## config.mk

```make
export PLATFORM = sky130hd
export DESIGN_NAME = uriscv_axi_sram_flat
export DESIGN_NICKNAME = d
export VERILOG_FILES = /design/src/rtl/uriscv_axi_pkg.sv /design/src/rtl/uriscv_axi_sram_if.sv /design/src/rtl/uriscv_axi_burst_addr.sv /design/src/rtl/uriscv_axi_sram.sv /design/src/flat_wrapper.sv
export SDC_FILE = /design/constraint.sdc
export NUM_CORES = 1
export LEC_CHECK = 0
export ABC_AREA = 1
export BUFFER_PORTS_ARGS = -buffer_cell sky130_fd_sc_hd__buf_2
export CORE_AREA = 2 2 101 103
export CTS_BUF_LIST = sky130_fd_sc_hd__clkbuf_4
export CTS_CLUSTER_DIAMETER = 30
export DETAILED_ROUTE_END_ITERATION = 8
export DIE_AREA = 0 0 103 105
export GPL_ROUTABILITY_DRIVEN = 0
export HOLD_SLACK_MARGIN = 0.03
export PLACE_DENSITY = 0.69
export RECOVER_POWER = 100
export SYNTH_ARGS = -nofsm -noshare
export SYNTH_HDL_FRONTEND = slang
export SYNTH_HIERARCHICAL = 1
export SYNTH_SLANG_ARGS = --single-unit
```

## constraint.sdc

```tcl
create_clock -name i_clk -period 2.89 [get_ports i_clk]
set_clock_uncertainty 0.05 [all_clocks]
set_input_delay 0.1445 -clock i_clk [delete_from_list [all_inputs] [get_ports i_clk]]
set_output_delay 0.1445 -clock i_clk [all_outputs]
set_load 0.01 [all_outputs]
```

## src/rtl/uriscv_axi_pkg.sv

```systemverilog
// Shared AXI burst/response codes and FSM state encoding for the uriscv AXI SRAM slave.
package uriscv_axi_pkg;

  typedef enum logic [1:0] {
    BURST_FIXED = 2'b00,
    BURST_INCR  = 2'b01,
    BURST_WRAP  = 2'b10
  } burst_t;

  localparam logic [1:0] RESP_OKAY   = 2'b00;
  localparam logic [1:0] RESP_SLVERR = 2'b10;

  typedef enum logic [2:0] {
    ST_IDLE  = 3'd0,
    ST_WDATA = 3'd1,
    ST_WRESP = 3'd2,
    ST_RADDR = 3'd3,
    ST_RDATA = 3'd4
  } axi_sram_state_t;

  typedef enum logic {
    GRANT_READ  = 1'b0,
    GRANT_WRITE = 1'b1
  } grant_t;

  function automatic logic [1:0] resp_of(input logic err);
    return err ? RESP_SLVERR : RESP_OKAY;
  endfunction

endpackage

```

## src/rtl/uriscv_axi_sram_if.sv

```systemverilog
// AXI4 channel bundle between the uriscv core master and the SRAM slave.
interface uriscv_axi_sram_if;
  logic [31:0] awaddr;
  logic [7:0]  awlen;
  logic [2:0]  awsize;
  logic [1:0]  awburst;
  logic        awvalid;
  logic        awready;
  logic [31:0] wdata;
  logic [3:0]  wstrb;
  logic        wlast;
  logic        wvalid;
  logic        wready;
  logic [1:0]  bresp;
  logic        bvalid;
  logic        bready;
  logic [31:0] araddr;
  logic [7:0]  arlen;
  logic [2:0]  arsize;
  logic [1:0]  arburst;
  logic        arvalid;
  logic        arready;
  logic [31:0] rdata;
  logic [1:0]  rresp;
  logic        rlast;
  logic        rvalid;
  logic        rready;

  modport slave (
    input  awaddr, awlen, awsize, awburst, awvalid,
    output awready,
    input  wdata, wstrb, wlast, wvalid,
    output wready,
    output bresp, bvalid,
    input  bready,
    input  araddr, arlen, arsize, arburst, arvalid,
    output arready,
    output rdata, rresp, rlast, rvalid,
    input  rready
  );

  modport master (
    output awaddr, awlen, awsize, awburst, awvalid,
    input  awready,
    output wdata, wstrb, wlast, wvalid,
    input  wready,
    input  bresp, bvalid,
    output bready,
    output araddr, arlen, arsize, arburst, arvalid,
    input  arready,
    input  rdata, rresp, rlast, rvalid,
    output rready
  );
endinterface

```

## src/rtl/uriscv_axi_burst_addr.sv

```systemverilog
// Word address and beat counter for the single in-flight burst, shared by reads and writes.
module uriscv_axi_burst_addr
  import uriscv_axi_pkg::*;
#(
  parameter int MEM_AW = 14
) (
  input  logic              i_clk,
  input  logic              i_rst,
  input  logic              i_load,
  input  logic [MEM_AW-1:0] i_addr,
  input  logic [7:0]        i_len,
  input  logic [1:0]        i_burst,
  input  logic              i_step,
  output logic [MEM_AW-1:0] o_addr,
  output logic              o_last
);

  localparam logic [MEM_AW-1:0] ADDR_ONE = {{(MEM_AW-1){1'b0}}, 1'b1};

  logic [MEM_AW-1:0] r_addr;
  logic [7:0]        r_count;
  logic [7:0]        r_len;
  logic [1:0]        r_burst;
  logic [MEM_AW-1:0] w_addr_next;

  // FIXED holds the address; INCR and WRAP both step and wrap modulo the SRAM size
  always_comb begin
    if (r_burst == BURST_FIXED) begin
      w_addr_next = r_addr;
    end else begin
      w_addr_next = r_addr + ADDR_ONE;
    end
  end

  // burst context register
  always_ff @(posedge i_clk or posedge i_rst) begin
    if (i_rst) begin
      r_addr  <= {MEM_AW{1'b0}};
      r_count <= 8'd0;
      r_len   <= 8'd0;
      r_burst <= BURST_INCR;
    end else if (i_load) begin
      r_addr  <= i_addr;
      r_count <= 8'd0;
      r_len   <= i_len;
      r_burst <= i_burst;
    end else if (i_step) begin
      r_addr  <= w_addr_next;
      r_count <= r_count + 8'd1;
    end
  end

  assign o_addr = r_addr;
  assign o_last = (r_count == r_len);

endmodule

```

## src/rtl/uriscv_axi_sram.sv

```systemverilog
// AXI4 slave terminating the uriscv core master on a single-port synchronous SRAM;
// one transaction at a time, reads and writes arbitrated round-robin.
module uriscv_axi_sram
  import uriscv_axi_pkg::*;
#(
  parameter int MEM_AW = 14
) (
  input  logic               i_clk,
  input  logic               i_rst,
  uriscv_axi_sram_if.slave   s_axi,
  output logic               o_mem_cs,
  output logic [3:0]         o_mem_we,
  output logic [MEM_AW-1:0]  o_mem_addr,
  output logic [31:0]        o_mem_wdata,
  input  logic [31:0]        i_mem_rdata
);

  axi_sram_state_t   r_state;
  axi_sram_state_t   w_state_next;
  grant_t            r_last_grant;
  logic              r_err;
  logic              w_grant_w;
  logic              w_aw_hs;
  logic              w_ar_hs;
  logic              w_wbeat;
  logic              w_rdone;
  logic              w_load;
  logic              w_step;
  logic              w_last;
  logic [MEM_AW-1:0] w_addr;
  logic [MEM_AW-1:0] w_load_addr;
  logic [7:0]        w_load_len;
  logic [1:0]        w_load_burst;
  logic              w_unused;

  // On contention the side that did not win last time gets the slot
  assign w_grant_w = s_axi.awvalid & (~s_axi.arvalid | (r_last_grant == GRANT_READ));
  assign w_aw_hs   = (r_state == ST_IDLE) & s_axi.awvalid & w_grant_w;
  assign w_ar_hs   = (r_state == ST_IDLE) & s_axi.arvalid & ~w_grant_w;
  assign w_wbeat   = (r_state == ST_WDATA) & s_axi.wvalid;
  assign w_rdone   = (r_state == ST_RDATA) & s_axi.rready;
  assign w_load    = w_aw_hs | w_ar_hs;
  assign w_step    = w_wbeat | (w_rdone & ~w_last);

  assign w_load_addr  = w_aw_hs ? s_axi.awaddr[MEM_AW+1:2] : s_axi.araddr[MEM_AW+1:2];
  assign w_load_len   = w_aw_hs ? s_axi.awlen : s_axi.arlen;
  assign w_load_burst = w_aw_hs ? s_axi.awburst : s_axi.arburst;

  assign w_unused = ^{s_axi.awsize, s_axi.arsize,
                      s_axi.awaddr[31:MEM_AW+2], s_axi.awaddr[1:0],
                      s_axi.araddr[31:MEM_AW+2], s_axi.araddr[1:0]};

  uriscv_axi_burst_addr #(.MEM_AW(MEM_AW)) u_burst_addr (
    .i_clk   (i_clk),
    .i_rst   (i_rst),
    .i_load  (w_load),
    .i_addr  (w_load_addr),
    .i_len   (w_load_len),
    .i_burst (w_load_burst),
    .i_step  (w_step),
    .o_addr  (w_addr),
    .o_last  (w_last)
  );

  // state, arbitration history and write-burst error flag
  always_ff @(posedge i_clk or posedge i_rst) begin
    if (i_rst) begin
      r_state      <= ST_IDLE;
      r_last_grant <= GRANT_READ;
      r_err        <= 1'b0;
    end else begin
      r_state <= w_state_next;
      if (w_aw_hs) begin
        r_last_grant <= GRANT_WRITE;
        r_err        <= 1'b0;
      end else if (w_ar_hs) begin
        r_last_grant <= GRANT_READ;
        r_err        <= 1'b0;
      end else if (w_wbeat) begin
        r_err <= r_err | (s_axi.wlast ^ w_last);
      end
    end
  end

  // next state, AXI handshake outputs and SRAM strobes
  always_comb begin
    w_state_next  = r_state;
    s_axi.awready = w_aw_hs;
    s_axi.arready = w_ar_hs;
    s_axi.wready  = 1'b0;
    s_axi.bvalid  = 1'b0;
    s_axi.bresp   = RESP_OKAY;
    s_axi.rvalid  = 1'b0;
    s_axi.rdata   = 32'h0000_0000;
    s_axi.rresp   = RESP_OKAY;
    s_axi.rlast   = 1'b0;
    o_mem_cs      = 1'b0;
    o_mem_we      = 4'h0;
    o_mem_addr    = w_addr;
    o_mem_wdata   = 32'h0000_0000;
    case (r_state)
      ST_IDLE: begin
        if (w_aw_hs) begin
          w_state_next = ST_WDATA;
        end else if (w_ar_hs) begin
          w_state_next = ST_RADDR;
        end else begin
          w_state_next = ST_IDLE;
        end
      end
      ST_WDATA: begin
        s_axi.wready = 1'b1;
        if (s_axi.wvalid) begin
          o_mem_cs    = 1'b1;
          o_mem_we    = s_axi.wstrb;
          o_mem_wdata = s_axi.wdata;
          // an early wlast terminates the burst; the error flag records it
          if (w_last | s_axi.wlast) begin
            w_state_next = ST_WRESP;
          end else begin
            w_state_next = ST_WDATA;
          end
        end else begin
          w_state_next = ST_WDATA;
        end
      end
      ST_WRESP: begin
        s_axi.bvalid = 1'b1;
        s_axi.bresp  = resp_of(r_err);
        if (s_axi.bready) begin
          w_state_next = ST_IDLE;
        end else begin
          w_state_next = ST_WRESP;
        end
      end
      ST_RADDR: begin
        o_mem_cs     = 1'b1;
        w_state_next = ST_RDATA;
      end
      ST_RDATA: begin
        s_axi.rvalid = 1'b1;
        s_axi.rdata  = i_mem_rdata;
        s_axi.rlast  = w_last;
        if (s_axi.rready) begin
          if (w_last) begin
            w_state_next = ST_IDLE;
          end else begin
            w_state_next = ST_RADDR;
          end
        end else begin
          w_state_next = ST_RDATA;
        end
      end
      default: begin
        w_state_next = ST_IDLE;
      end
    endcase
  end

endmodule

```

## src/flat_wrapper.sv

```systemverilog
// flat-port wrapper written by rule: the top's interface ports become plain ports
module uriscv_axi_sram_flat import uriscv_axi_pkg::*;
#(
  parameter int MEM_AW = 14
)
  (i_clk, i_rst, o_mem_cs, o_mem_we, o_mem_addr, o_mem_wdata, i_mem_rdata, s_axi_awaddr, s_axi_awlen, s_axi_awsize, s_axi_awburst, s_axi_awvalid, s_axi_awready, s_axi_wdata, s_axi_wstrb, s_axi_wlast, s_axi_wvalid, s_axi_wready, s_axi_bresp, s_axi_bvalid, s_axi_bready, s_axi_araddr, s_axi_arlen, s_axi_arsize, s_axi_arburst, s_axi_arvalid, s_axi_arready, s_axi_rdata, s_axi_rresp, s_axi_rlast, s_axi_rvalid, s_axi_rready);
  uriscv_axi_sram_if s_axi_i ();
  input  logic i_clk;
  input  logic i_rst;
  output logic o_mem_cs;
  output logic [3:0] o_mem_we;
  output logic [MEM_AW-1:0] o_mem_addr;
  output logic [31:0] o_mem_wdata;
  input  logic [31:0] i_mem_rdata;
  input wire logic [$bits(s_axi_i.awaddr)-1:0] s_axi_awaddr;
  input wire logic [$bits(s_axi_i.awlen)-1:0] s_axi_awlen;
  input wire logic [$bits(s_axi_i.awsize)-1:0] s_axi_awsize;
  input wire logic [$bits(s_axi_i.awburst)-1:0] s_axi_awburst;
  input wire logic [$bits(s_axi_i.awvalid)-1:0] s_axi_awvalid;
  output wire logic [$bits(s_axi_i.awready)-1:0] s_axi_awready;
  input wire logic [$bits(s_axi_i.wdata)-1:0] s_axi_wdata;
  input wire logic [$bits(s_axi_i.wstrb)-1:0] s_axi_wstrb;
  input wire logic [$bits(s_axi_i.wlast)-1:0] s_axi_wlast;
  input wire logic [$bits(s_axi_i.wvalid)-1:0] s_axi_wvalid;
  output wire logic [$bits(s_axi_i.wready)-1:0] s_axi_wready;
  output wire logic [$bits(s_axi_i.bresp)-1:0] s_axi_bresp;
  output wire logic [$bits(s_axi_i.bvalid)-1:0] s_axi_bvalid;
  input wire logic [$bits(s_axi_i.bready)-1:0] s_axi_bready;
  input wire logic [$bits(s_axi_i.araddr)-1:0] s_axi_araddr;
  input wire logic [$bits(s_axi_i.arlen)-1:0] s_axi_arlen;
  input wire logic [$bits(s_axi_i.arsize)-1:0] s_axi_arsize;
  input wire logic [$bits(s_axi_i.arburst)-1:0] s_axi_arburst;
  input wire logic [$bits(s_axi_i.arvalid)-1:0] s_axi_arvalid;
  output wire logic [$bits(s_axi_i.arready)-1:0] s_axi_arready;
  output wire logic [$bits(s_axi_i.rdata)-1:0] s_axi_rdata;
  output wire logic [$bits(s_axi_i.rresp)-1:0] s_axi_rresp;
  output wire logic [$bits(s_axi_i.rlast)-1:0] s_axi_rlast;
  output wire logic [$bits(s_axi_i.rvalid)-1:0] s_axi_rvalid;
  input wire logic [$bits(s_axi_i.rready)-1:0] s_axi_rready;
  assign s_axi_i.awaddr = s_axi_awaddr;
  assign s_axi_i.awlen = s_axi_awlen;
  assign s_axi_i.awsize = s_axi_awsize;
  assign s_axi_i.awburst = s_axi_awburst;
  assign s_axi_i.awvalid = s_axi_awvalid;
  assign s_axi_awready = s_axi_i.awready;
  assign s_axi_i.wdata = s_axi_wdata;
  assign s_axi_i.wstrb = s_axi_wstrb;
  assign s_axi_i.wlast = s_axi_wlast;
  assign s_axi_i.wvalid = s_axi_wvalid;
  assign s_axi_wready = s_axi_i.wready;
  assign s_axi_bresp = s_axi_i.bresp;
  assign s_axi_bvalid = s_axi_i.bvalid;
  assign s_axi_i.bready = s_axi_bready;
  assign s_axi_i.araddr = s_axi_araddr;
  assign s_axi_i.arlen = s_axi_arlen;
  assign s_axi_i.arsize = s_axi_arsize;
  assign s_axi_i.arburst = s_axi_arburst;
  assign s_axi_i.arvalid = s_axi_arvalid;
  assign s_axi_arready = s_axi_i.arready;
  assign s_axi_rdata = s_axi_i.rdata;
  assign s_axi_rresp = s_axi_i.rresp;
  assign s_axi_rlast = s_axi_i.rlast;
  assign s_axi_rvalid = s_axi_i.rvalid;
  assign s_axi_i.rready = s_axi_rready;
  uriscv_axi_sram #(.MEM_AW(MEM_AW)) u_core (.i_clk(i_clk), .i_rst(i_rst), .s_axi(s_axi_i), .o_mem_cs(o_mem_cs), .o_mem_we(o_mem_we), .o_mem_addr(o_mem_addr), .o_mem_wdata(o_mem_wdata), .i_mem_rdata(i_mem_rdata));
endmodule
```

==> flow_summary.ini <==
[outcome]
status = finished, violations left
violations = capacitance limit, slew limit

[detailed_routing]
ant_nets = 0
num_vias = 3836
remaining_drc_errors = 0
wl_per_cell_um = 13.2
drt_iter0_markers = 160
viasPerCell = 4.34
wl_mm = 11.6
drtPass1Iterations = 5

[pwr]
switchingPower_uw = 1820
p_per_area_nw_per_um2 = 801
ir_drop_v = 0.000371
pwr-share-clk_pct = 10.7
swShare_pct = 53.3
power.total_uw = 3410
comb_power_share_pct = 61.3
internal_power_uw = 1590
pwr-share-seq_pct = 28.0
leakage_uw = 0.00262

[grt]
grt_max_degree = 42
overflow = 0
antenna_found_initial = 1
grt_pass1_wl_mm = 17.5
grtUsageTotal_pct = 21.1
grt_pass1_vias = 3544

[worst_setup_path]
crit_buf_inv = 2
required_ns = 3.10
crit_top_cell = nand2_1
critical_path.endpoint_type = register
cp.arrival_ns = 2.64
cp_cell_sequence = nor2_1 -> nand2_1 -> nor2_8 -> inv_1 -> nand2_1 -> nand2_1 -> a21oi_1 -> nand2_1 -> o21ai_0 -> inv_1
cp_slowest_cell = inv_1
cp_slowest_stage_delay_ns = 0.50
crit_cells = 10
startpoint_type = register
rr_worst_depth = 10
critical-path-top-delay-family = simple AND/OR/NAND/NOR gates
path_class = reg2reg
cp_max_fo = 27

[cells_and_area]
fillers = 1141
fin_util_pct = 44.2
nets = 918
regArea_um2 = 927
areaGrowthSynthToFinish_pct = 35.8
drive_above_1_share_pct = 20.4
diodes = 0
multi_input_area_um2 = 1640

[sta]
rsz0062_at_grt = false
holdWs_ns = 0.0445
fmax_mhz = 411
setup_violations = 0
maxSlewHeadroom_pct = -21.1
worst_slew_pin_slew_ns = 1.82
fin_crit_ns = 2.43
layout_setup_ws_ns = 0.459
hold_viol_final = 0
finalSetupTns_ns = 0
final_max_slew_viol_count = 33
period_share_pct = 84.1

[synthesis]
syn_area_um2 = 3140
synth.distinct_cells = 33
yosysWarningCount = 6
yosysSeqAreaShare_pct = 29.5
syn_avg_cell_area_um2 = 5.81
ys_seq_elements = 37
syn_inst = 540

[floorplanning]
ios = 259
dieArea_um2 = 10800
core_um2 = 9640
die_width_um = 103
rows = 36
start_util_pct = 32.6
fp.dieH_um = 105

[clock_network]
clock_latency_ns = 0.35
cts_max_level = 2
cts_hold_buf = 4
cts_resized = 0
cts_buffers = 5
tritoncts = done
cts_sinks = 37
root_buffer = clkbuf_4
cts_setup_buffers = 0
clockBufferDepth = 2
path_clk_slew_ns = 0.13

[placed_design]
preCtsSetupSlack_ns = 0.585
dp_hpwl_mm = 9.39
port_buffers = 213

[hold_path]
min_path_cells = 5
hold_class = in2reg

[run]
drv_cap = 1
[synth_stat cells, drive strengths merged]
cell | instances | share of area, %
nor2 | 108 | 15
nand4 | 9 | 1.8
dfrtp | 36 | 29
xnor2 | 8 | 2.2
o21ai | 16 | 2.7
nor3 | 2 | 0.32
o22ai | 1 | 0.20
a21oi | 11 | 1.8
nand3 | 24 | 4.0
clkbuf | 3 | 0.36
ha | 3 | 1.2
nand2 | 181 | 22
a22oi | 1 | 0.24
o211ai | 1 | 0.24
xor2 | 1 | 0.28
conb | 1 | 0.12
buf | 18 | 4.3
dfstp | 1 | 0.84
a31oi | 1 | 0.20
inv | 113 | 14
and2 | 1 | 0.20
[worst paths after layout]
check | startpoint | endpoint | slack (ns)
worst max register to register | u_core/r_state[0]$_DFF_PP0_ | u_core/u_burst_addr/o_addr[5]$_DFFE_PP0P_ | 0.46
worst min register to register | u_core/r_last_grant$_DFFE_PP0P_ | u_core/r_last_grant$_DFFE_PP0P_ | 0.45
min in group asynchronous | i_rst | u_core/r_state[1]$_DFF_PP0_ | 0.19
max in group asynchronous | i_rst | u_core/u_burst_addr/r_count[0]$_DFFE_PP0P_ | 0.81
worst min-delay path | s_axi_arlen[5] | u_core/u_burst_addr/r_len[5]$_DFFE_PP0P_ | 0.04
worst max-delay path | u_core/r_state[0]$_DFF_PP0_ | u_core/u_burst_addr/o_addr[5]$_DFFE_PP0P_ | 0.46
[cells in the final DEF, fill, tap and decap left out, types with 2 or more instances in the layout]
cell | netlist | layout
nor2_8 | 2 | 2
nor3_1 | 2 | 2
inv_1 | 108 | 110
nand4_1 | 9 | 9
a21oi_1 | 11 | 11
buf_4 | 8 | 2
ha_1 | 3 | 3
clkbuf_1 | 3 | 87
nor2_1 | 100 | 101
conb_1 | 1 | 3
nand3_1 | 23 | 23
xnor2_1 | 8 | 8
clkbuf_4 | 0 | 5
o21ai_1 | 3 | 2
o21ai_0 | 12 | 13
nand2_1 | 177 | 178
nand2_2 | 3 | 2
dlygate4sd3_1 | 0 | 4
nor2_2 | 5 | 4
dfrtp_1 | 36 | 36
buf_2 | 6 | 127
inv_2 | 4 | 2
[kinds of logic after synthesis]
kind of cell / count (synthesis) / synth area share [%]
flip-flops: 37 / 29.5
XOR/XNOR: 9 / 2.51
buffers and inverters: 134 / 18.3
other: 1 / 0.119
AO/OA/AOI/OAI: 31 / 5.30
AND/OR/NAND/NOR: 325 / 43.0
adder cells (fa/ha/maj): 3 / 1.20
[layout make-up]
class	instances	share of cell area, %
multi-input cells	371	38.5
repair buffers	221	24.0
flip-flops and latches	37	21.7
inverters	113	10.1
well taps	133	3.90
clock inverters	3	0.969
clock buffers	5	0.881
[sequential cells by signal (all words and copies together) (netlist names)]
name,cells
u_core/r_err,1
u_core/r_last_grant,1
u_core/u_burst_addr/r_burst,2
u_core/r_state,3
u_core/u_burst_addr/o_addr,14
u_core/u_burst_addr/r_count,8
u_core/u_burst_addr/r_len,8
[tightest hold or removal path, stage by stage]
cell and delay (ns):
buf_2 0.07, nand2_1 0.04, nand2_1 0.05, nand2_1 0.05, nand2_1 0.06
[stage by stage]
step                      cells  cell area (um2)
after floorplan             542             3150
after global placement      871             4260
after detailed placement    871             4260
after CTS                   883             4380
after global routing        883             4260
final                       883             4260
[power groups by stage]
stage	logic [uW]	clock network, uW	registers [uW]
6_report	2090	366	955
5_1_grt	2410	399	997
4_1_cts	2180	375	957
3_5_place_dp	2170	0	966
3_3_place_gp	2140	0	963
2_1_floorplan	1530	0	961
[metal layers]
layer | track usage (%) | vias to the layer above | routed length (um)
li1 | - | 1997 | -
met1 | 28.3 | 1647 | 5380
met2 | 33.8 | 180 | 4940
met3 | 6.76 | 10 | 1190
met4 | 3.20 | 2 | 84
met5 | 0 | - | 11
No activity file was read; power rests on OpenSTA's default activity.
